File: src/rtl/lcd_layer_compositor_if.sv
// Layer-side bus of the LCD compositor: window writes, per-layer enables and
// colours in, scan coordinates and frame marker out.
interface lcd_layer_compositor_if #(
  parameter int NUM_LAYERS = 8
);
  logic                      win_wr_en;
  logic [3:0]                win_wr_idx;
  logic [47:0]               win_wr_data;
  logic [NUM_LAYERS-1:0]     layer_en;
  logic [16*NUM_LAYERS-1:0]  layer_rgb;
  logic [11:0]               pixel_x;
  logic [11:0]               pixel_y;
  logic                      frame_start;

  modport master (
    output win_wr_en, win_wr_idx, win_wr_data, layer_en, layer_rgb,
    input  pixel_x, pixel_y, frame_start
  );

  modport slave (
    input  win_wr_en, win_wr_idx, win_wr_data, layer_en, layer_rgb,
    output pixel_x, pixel_y, frame_start
  );
endinterface

File: src/rtl/lcd_layer_compositor.sv
// RGB565 panel timing generator with N-layer priority window compositor,
// colour-key transparency and frame-synchronous window double buffering.
module lcd_layer_compositor #(
  parameter int                    H_ACTIVE   = 800,
  parameter int                    H_FP       = 210,
  parameter int                    H_PULSE    = 1,
  parameter int                    H_BP       = 182,
  parameter int                    V_ACTIVE   = 480,
  parameter int                    V_FP       = 45,
  parameter int                    V_PULSE    = 5,
  parameter int                    V_BP       = 0,
  parameter int                    NUM_LAYERS = 8,
  parameter logic [15:0]           KEY_COLOR  = 16'hFFFF,
  parameter logic [NUM_LAYERS-1:0] KEY_MASK   = '1,
  parameter logic [15:0]           BG_COLOR   = 16'hFFFF
) (
  input  logic                         PixelClk,
  input  logic                         nRST,
  lcd_layer_compositor_if.slave        lcd_bus,
  output logic                         LCD_DE,
  output logic                         LCD_HSYNC,
  output logic                         LCD_VSYNC,
  output logic [4:0]                   LCD_R,
  output logic [5:0]                   LCD_G,
  output logic [4:0]                   LCD_B
);

  localparam logic [11:0] H_LAST   = 12'(H_ACTIVE + H_FP + H_PULSE + H_BP - 1);
  localparam logic [11:0] V_LAST   = 12'(V_ACTIVE + V_FP + V_PULSE + V_BP - 1);
  localparam logic [11:0] H_ACT    = 12'(H_ACTIVE);
  localparam logic [11:0] V_ACT    = 12'(V_ACTIVE);
  localparam logic [11:0] HS_START = 12'(H_ACTIVE + H_FP);
  localparam logic [11:0] HS_END   = 12'(H_ACTIVE + H_FP + H_PULSE);
  localparam logic [11:0] VS_START = 12'(V_ACTIVE + V_FP);
  localparam logic [11:0] VS_END   = 12'(V_ACTIVE + V_FP + V_PULSE);

  logic [11:0]           r_h_cnt;
  logic [11:0]           r_v_cnt;
  logic [47:0]           r_pend [NUM_LAYERS];
  logic [47:0]           r_act  [NUM_LAYERS];
  logic [NUM_LAYERS-1:0] r_hit;
  logic                  r_de1;
  logic                  r_hs1;
  logic                  r_vs1;

  logic                  w_frame_start;
  logic                  w_de_raw;
  logic                  w_hs_raw;
  logic                  w_vs_raw;
  logic [NUM_LAYERS-1:0] w_hit;
  logic [15:0]           w_pix;
  logic                  w_found;

  assign w_frame_start = (r_h_cnt == '0) && (r_v_cnt == '0);
  assign w_de_raw      = (r_h_cnt < H_ACT) && (r_v_cnt < V_ACT);
  assign w_hs_raw      = !((r_h_cnt >= HS_START) && (r_h_cnt < HS_END));
  assign w_vs_raw      = !((r_v_cnt >= VS_START) && (r_v_cnt < VS_END));

  assign lcd_bus.pixel_x     = r_h_cnt;
  assign lcd_bus.pixel_y     = r_v_cnt;
  assign lcd_bus.frame_start = w_frame_start;

  always_ff @(posedge PixelClk or negedge nRST) begin
    if (!nRST) begin
      r_h_cnt <= '0;
      r_v_cnt <= '0;
    end else if (r_h_cnt == H_LAST) begin
      r_h_cnt <= '0;
      r_v_cnt <= (r_v_cnt == V_LAST) ? '0 : r_v_cnt + 12'd1;
    end else begin
      r_h_cnt <= r_h_cnt + 12'd1;
    end
  end

  // The bank swap reads r_pend before this edge's write lands, so a write
  // coinciding with frame_start only becomes active one frame later.
  always_ff @(posedge PixelClk or negedge nRST) begin
    if (!nRST) begin
      for (int unsigned i = 0; i < NUM_LAYERS; i++) begin
        r_pend[i] <= '0;
        r_act[i]  <= '0;
      end
    end else begin
      if (w_frame_start) begin
        for (int unsigned i = 0; i < NUM_LAYERS; i++) r_act[i] <= r_pend[i];
      end
      if (lcd_bus.win_wr_en) begin
        for (int unsigned i = 0; i < NUM_LAYERS; i++) begin
          if (lcd_bus.win_wr_idx == 4'(i)) r_pend[i] <= lcd_bus.win_wr_data;
        end
      end
    end
  end

  always_comb begin
    w_hit = '0;
    for (int unsigned i = 0; i < NUM_LAYERS; i++) begin
      w_hit[i] = lcd_bus.layer_en[i] &&
                 (r_h_cnt >= r_act[i][47:36]) && (r_h_cnt < r_act[i][35:24]) &&
                 (r_v_cnt >= r_act[i][23:12]) && (r_v_cnt < r_act[i][11:0]);
    end
  end

  always_ff @(posedge PixelClk or negedge nRST) begin
    if (!nRST) begin
      r_hit <= '0;
      r_de1 <= 1'b0;
      r_hs1 <= 1'b1;
      r_vs1 <= 1'b1;
    end else begin
      r_hit <= w_hit;
      r_de1 <= w_de_raw;
      r_hs1 <= w_hs_raw;
      r_vs1 <= w_vs_raw;
    end
  end

  // Lowest index wins; keyed layers fall through to the next candidate.
  always_comb begin
    w_pix   = BG_COLOR;
    w_found = 1'b0;
    for (int unsigned i = 0; i < NUM_LAYERS; i++) begin
      if (!w_found && r_hit[i] &&
          !(KEY_MASK[i] && (lcd_bus.layer_rgb[16*i +: 16] == KEY_COLOR))) begin
        w_pix   = lcd_bus.layer_rgb[16*i +: 16];
        w_found = 1'b1;
      end
    end
  end

  always_ff @(posedge PixelClk or negedge nRST) begin
    if (!nRST) begin
      LCD_DE    <= 1'b0;
      LCD_HSYNC <= 1'b1;
      LCD_VSYNC <= 1'b1;
      LCD_R     <= '0;
      LCD_G     <= '0;
      LCD_B     <= '0;
    end else begin
      LCD_DE    <= r_de1;
      LCD_HSYNC <= r_hs1;
      LCD_VSYNC <= r_vs1;
      LCD_R     <= r_de1 ? w_pix[15:11] : '0;
      LCD_G     <= r_de1 ? w_pix[10:5]  : '0;
      LCD_B     <= r_de1 ? w_pix[4:0]   : '0;
    end
  end

endmodule

File: src/flat_wrapper.sv
// flat-port wrapper written by rule: the top's interface ports become plain ports
module lcd_layer_compositor_flat 
#(
  parameter int                    H_ACTIVE   = 800,
  parameter int                    H_FP       = 210,
  parameter int                    H_PULSE    = 1,
  parameter int                    H_BP       = 182,
  parameter int                    V_ACTIVE   = 480,
  parameter int                    V_FP       = 45,
  parameter int                    V_PULSE    = 5,
  parameter int                    V_BP       = 0,
  parameter int                    NUM_LAYERS = 8,
  parameter logic [15:0]           KEY_COLOR  = 16'hFFFF,
  parameter logic [NUM_LAYERS-1:0] KEY_MASK   = '1,
  parameter logic [15:0]           BG_COLOR   = 16'hFFFF
)
  (PixelClk, nRST, LCD_DE, LCD_HSYNC, LCD_VSYNC, LCD_R, LCD_G, LCD_B, lcd_bus_win_wr_en, lcd_bus_win_wr_idx, lcd_bus_win_wr_data, lcd_bus_layer_en, lcd_bus_layer_rgb, lcd_bus_pixel_x, lcd_bus_pixel_y, lcd_bus_frame_start);
  lcd_layer_compositor_if #(.NUM_LAYERS(NUM_LAYERS)) lcd_bus_i ();
  input  logic PixelClk;
  input  logic nRST;
  output logic LCD_DE;
  output logic LCD_HSYNC;
  output logic LCD_VSYNC;
  output logic [4:0] LCD_R;
  output logic [5:0] LCD_G;
  output logic [4:0] LCD_B;
  input wire logic [$bits(lcd_bus_i.win_wr_en)-1:0] lcd_bus_win_wr_en;
  input wire logic [$bits(lcd_bus_i.win_wr_idx)-1:0] lcd_bus_win_wr_idx;
  input wire logic [$bits(lcd_bus_i.win_wr_data)-1:0] lcd_bus_win_wr_data;
  input wire logic [$bits(lcd_bus_i.layer_en)-1:0] lcd_bus_layer_en;
  input wire logic [$bits(lcd_bus_i.layer_rgb)-1:0] lcd_bus_layer_rgb;
  output wire logic [$bits(lcd_bus_i.pixel_x)-1:0] lcd_bus_pixel_x;
  output wire logic [$bits(lcd_bus_i.pixel_y)-1:0] lcd_bus_pixel_y;
  output wire logic [$bits(lcd_bus_i.frame_start)-1:0] lcd_bus_frame_start;
  assign lcd_bus_i.win_wr_en = lcd_bus_win_wr_en;
  assign lcd_bus_i.win_wr_idx = lcd_bus_win_wr_idx;
  assign lcd_bus_i.win_wr_data = lcd_bus_win_wr_data;
  assign lcd_bus_i.layer_en = lcd_bus_layer_en;
  assign lcd_bus_i.layer_rgb = lcd_bus_layer_rgb;
  assign lcd_bus_pixel_x = lcd_bus_i.pixel_x;
  assign lcd_bus_pixel_y = lcd_bus_i.pixel_y;
  assign lcd_bus_frame_start = lcd_bus_i.frame_start;
  lcd_layer_compositor #(.H_ACTIVE(H_ACTIVE), .H_FP(H_FP), .H_PULSE(H_PULSE), .H_BP(H_BP), .V_ACTIVE(V_ACTIVE), .V_FP(V_FP), .V_PULSE(V_PULSE), .V_BP(V_BP), .NUM_LAYERS(NUM_LAYERS), .KEY_COLOR(KEY_COLOR), .KEY_MASK(KEY_MASK), .BG_COLOR(BG_COLOR)) u_core (.PixelClk(PixelClk), .nRST(nRST), .lcd_bus(lcd_bus_i), .LCD_DE(LCD_DE), .LCD_HSYNC(LCD_HSYNC), .LCD_VSYNC(LCD_VSYNC), .LCD_R(LCD_R), .LCD_G(LCD_G), .LCD_B(LCD_B));
endmodule
File: config.mk
export PLATFORM = sky130hd
export DESIGN_NAME = lcd_layer_compositor_flat
export DESIGN_NICKNAME = d
export VERILOG_FILES = /design/src/rtl/lcd_layer_compositor_if.sv /design/src/rtl/lcd_layer_compositor.sv /design/src/flat_wrapper.sv
export SDC_FILE = /design/constraint.sdc
export NUM_CORES = 1
export LEC_CHECK = 0
export ABC_AREA = 1
export CORE_MARGIN = 2
export CORE_UTILIZATION = 40
export DETAILED_ROUTE_END_ITERATION = 6
export SYNTH_ARGS = -nofsm -noshare
export SYNTH_HDL_FRONTEND = slang
export SYNTH_SLANG_ARGS = --single-unit
File: constraint.sdc
create_clock -name PixelClk -period 2.3 [get_ports PixelClk]
set_input_delay 0.23 -clock PixelClk [delete_from_list [all_inputs] [get_ports PixelClk]]
set_output_delay 0.23 -clock PixelClk [all_outputs]
set_load 0.005 [all_outputs]
==> reports/metrics.yaml, run 1 <==
synthesis:
  seq_area_frac_synth: 0.513
  synth-warning-count: 0
  syn_nets: 5125
  synth_edf_count: 0
  synth-seq-cells: 822
  syn_area_um2: 40100
  yosys_most_used_dff: "dfrtp_1"
  syn_inst: 4559
  avgSynthCellArea_um2: 8.80
  synth.distinct_cells: 51
  async_reset_ff_frac: 1.00
placement:
  gp_congestion: 0.873
  numPortBuffers: 234
  placed_cells: 6135
  dp_hpwl_um: 76700
clocking:
  cts_buffers: 89
  root_buffer: "clkbuf_16"
  tritoncts: "yes"
  htree_levels: 3
  clk_pin_slew_ps: 60
  clk_path_buf_depth: 3
  clkSinkCount: 822
  clk-insertion-delay-late_ps: 650
power_and_ir_drop:
  pwr_density_cell_nw_per_um2: 681
  ir_drop_mv: 0.486
  p_int_w: 0.0255
  p_comb_frac: 0.079
  clkPwrFrac: 0.428
  p_total_w: 0.0338
  swShare: 0.245
  leakagePower_nw: 23.8
  power_frac_seq: 0.493
  power_switching_w: 0.00826
grt:
  overflow: 0
  grt_max_degree: 106
  antenna_found_initial: 1
  track_usage: 0.217
  grt_pass1_vias: 30900
  grt_pass1_wl_um: 176000
worst_setup_path:
  crit_fanout: 7
  required_ps: 2850
  critPathCaptureType: "flip-flop"
  cp.arrival_ps: 2810
  critPathKind: "reg2reg"
  critPathLaunchType: "flip-flop"
sta:
  slew_headroom: 0.526
  final.min_clock_period_ps: 2260
  finClkSkew_ps: 19.8
  clock.fmax_ghz: 0.442
  finalHoldViolCount: 0
  fin_tns_setup_ps: 0
  rsz0062_at_grt: "true"
  setup_viol: 0
  maxSlewViolCount: 0
  worstMarginPinSlew_ps: 709
  fin_crit_sh: 0.983
layout:
  final_nets: 5534
  syn_to_final_growth_pct: 23.7
  fill_cells: 9383
  drive_gt1_frac: 0.0980
  final_common_cell: "nand2_1"
  layout_common_cells: "nand2_1 (1131), dfrtp_1 (809), o21ai_0 (799)"
  final_cells: 6340
die:
  pin_count: 235
  die_w_um: 321
  die_h_um: 321
  start_util: 0.402
  coreArea_um2: 99700
  die-area_um2: 103000
  rows: 116
detailed_routing:
  detail-route-antenna-nets: 0
  wl_per_cell_um: 17.8
  wl_um: 113000
  wirelength_met1_um: 52900
  highest_layer: "met5"
  drt_iter0_drc: 2469
  drc_errors: 0
  dr_wl_met3_um: 5420
  vias: 31700
  vias_per_cell: 5.00
  first_pass_iters: 6
  dr_wl_met2_um: 52100
outcome:
  status: "completed"
worst_hold_path:
  min_path_type: "in2async"
flow_run:
  maxCapViolations: 0
## metrics by stage
| step | cell area [um^2] | hold slack [ps] | worst slack (ps) | util |
|---|---|---|---|---|
| final | 49600 | 94.1 | 39.2 | 0.498 |
| after global routing | 49600 | 112 | -74.0 | 0.498 |
| after CTS | 49000 | 76.0 | -41.7 | 0.492 |
| after detailed placement | 45800 | 172 | -113 | 0.460 |
| after global placement | 45800 | 175 | -119 | 0.460 |
| after floorplan | 40100 | -65.6 | 122 | - |
## registers in the layout, summed over array words and instances (netlist names), 5 cells and up
register	count
u_core.r_act	384
u_core.r_pend	384
u_core.lcd_bus.pixel_x	12
u_core.lcd_bus.pixel_y	12
u_core.r_hit	8
u_core.LCD_G	6
u_core.LCD_B	5
u_core.LCD_R	5
## final timing paths
check | cells after the start | slack [ps] | start | end
setup / recovery | 11 | 40 | u_core.lcd_bus.pixel_x[8] | u_core.r_hit[4]
hold / removal | 2 | 90 | nRST | u_core.r_pend[318]
setup reg to reg | 11 | 40 | u_core.lcd_bus.pixel_x[8] | u_core.r_hit[4]
hold reg to reg | 0 | 360 | u_core.r_hs1 | u_core.LCD_HSYNC
max in group asynchronous | 4 | 1300 | nRST | u_core.r_pend[306]
min in group PixelClk | 5 | 250 | lcd_bus_layer_rgb[126] | u_core.LCD_R[3]
## power groups by stage
stage / Combinational (W) / Clock (W) / Sequential (W)
floorplan: 0.00134 / 0 / 0.0167
global placement: 0.00262 / 0 / 0.0168
detailed placement: 0.00270 / 0 / 0.0169
CTS: 0.00272 / 0.0148 / 0.0166
global route: 0.00312 / 0.0154 / 0.0168
finish: 0.00267 / 0.0145 / 0.0167
## layout make-up
class                           count  area, um^2  area share
Sequential cell                   822       20600       0.415
Antenna cell                        1        2.50   0.0000504
Inverter                          546        2090      0.0421
Clock buffer                      134        2620      0.0527
Clock inverter                     30         333     0.00671
Tap cell                         1298        1620      0.0327
Multi-Input combinational cell   3010       17000       0.342
Timing Repair Buffer              499        5420       0.109
## critical path, stage by stage (launching register included)
cell and delay (ps):
dfrtp_1 410, buf_12 150, buf_12 130, ha_1 270, nand2_1 50, nor2_1 120, buf_4 150, nand3_1 70
nand4_1 270, nand4_1 160, buf_4 200, nor3_1 180
## Yosys cell counts, types with 2 or more instances
cell / count / share of area
nor2_2: 3 / 0.00047
nand3_1: 94 / 0.012
nor3b_1: 3 / 0.00056
inv_2: 2 / 0.00019
clkbuf_1: 112 / 0.010
nor4_1: 11 / 0.0017
a221oi_1: 3 / 0.00065
a21boi_0: 10 / 0.0019
nand3_2: 10 / 0.0025
inv_1: 544 / 0.051
o311ai_0: 3 / 0.00065
nor3_1: 15 / 0.0019
nor2_4: 2 / 0.00056
a21oi_1: 181 / 0.023
buf_2: 57 / 0.0071
a211oi_1: 19 / 0.0036
o2111ai_1: 3 / 0.00065
nor2_1: 193 / 0.018
o22ai_1: 16 / 0.0025
o31ai_1: 6 / 0.0011
dfrtp_1: 818 / 0.51
o21ai_2: 2 / 0.00044
dfstp_2: 4 / 0.0026
buf_4: 2 / 0.00037
or3_1: 2 / 0.00031
nand2_1: 1144 / 0.11
o21ai_0: 813 / 0.10
buf_6: 5 / 0.0014
nand4_1: 54 / 0.0084
o21a_1: 8 / 0.0015
nand3b_1: 17 / 0.0032
ha_1: 375 / 0.12
xor2_1: 6 / 0.0013
buf_1: 5 / 0.00047
## routing by layer
layer  up-vias  GRT usage
li1      15700          -
met1     15100      0.300
met2       670      0.358
met3       132     0.0322
met4         2     0.0583
met5         -          0
## cells by family after synthesis
group,count (synthesis),synth area share
XOR/XNOR,7,0.00153
adder cells (fa/ha/maj),375,0.117
AND/OR/NAND/NOR,1556,0.159
buffers and inverters,727,0.0709
flip-flops,822,0.513
AO/OA/AOI/OAI,1072,0.139
## repair_timing
item | 4_1_cts | 5_1_grt
setup endpoints to repair | 111 | 382
pin swaps | 5 | 17
gates cloned | 1 | 8
hold buffers | 1 | 0
hold endpoints to repair | 424 | 0
resized for setup | 42 | 76
buffers inserted | 9 | 22
(Power assumes the default switching activity.)
==> run 2, diff against run 1 <==
--- a/config.mk
+++ b/config.mk
@@ -9,6 +9,7 @@
 export CORE_MARGIN = 2
 export CORE_UTILIZATION = 40
 export DETAILED_ROUTE_END_ITERATION = 6
+export SLEW_MARGIN = 20
 export SYNTH_ARGS = -nofsm -noshare
 export SYNTH_HDL_FRONTEND = slang
 export SYNTH_SLANG_ARGS = --single-unit
==> results of run 2 <==
The final DEF is identical to that of run 1; final timing and power are the same.
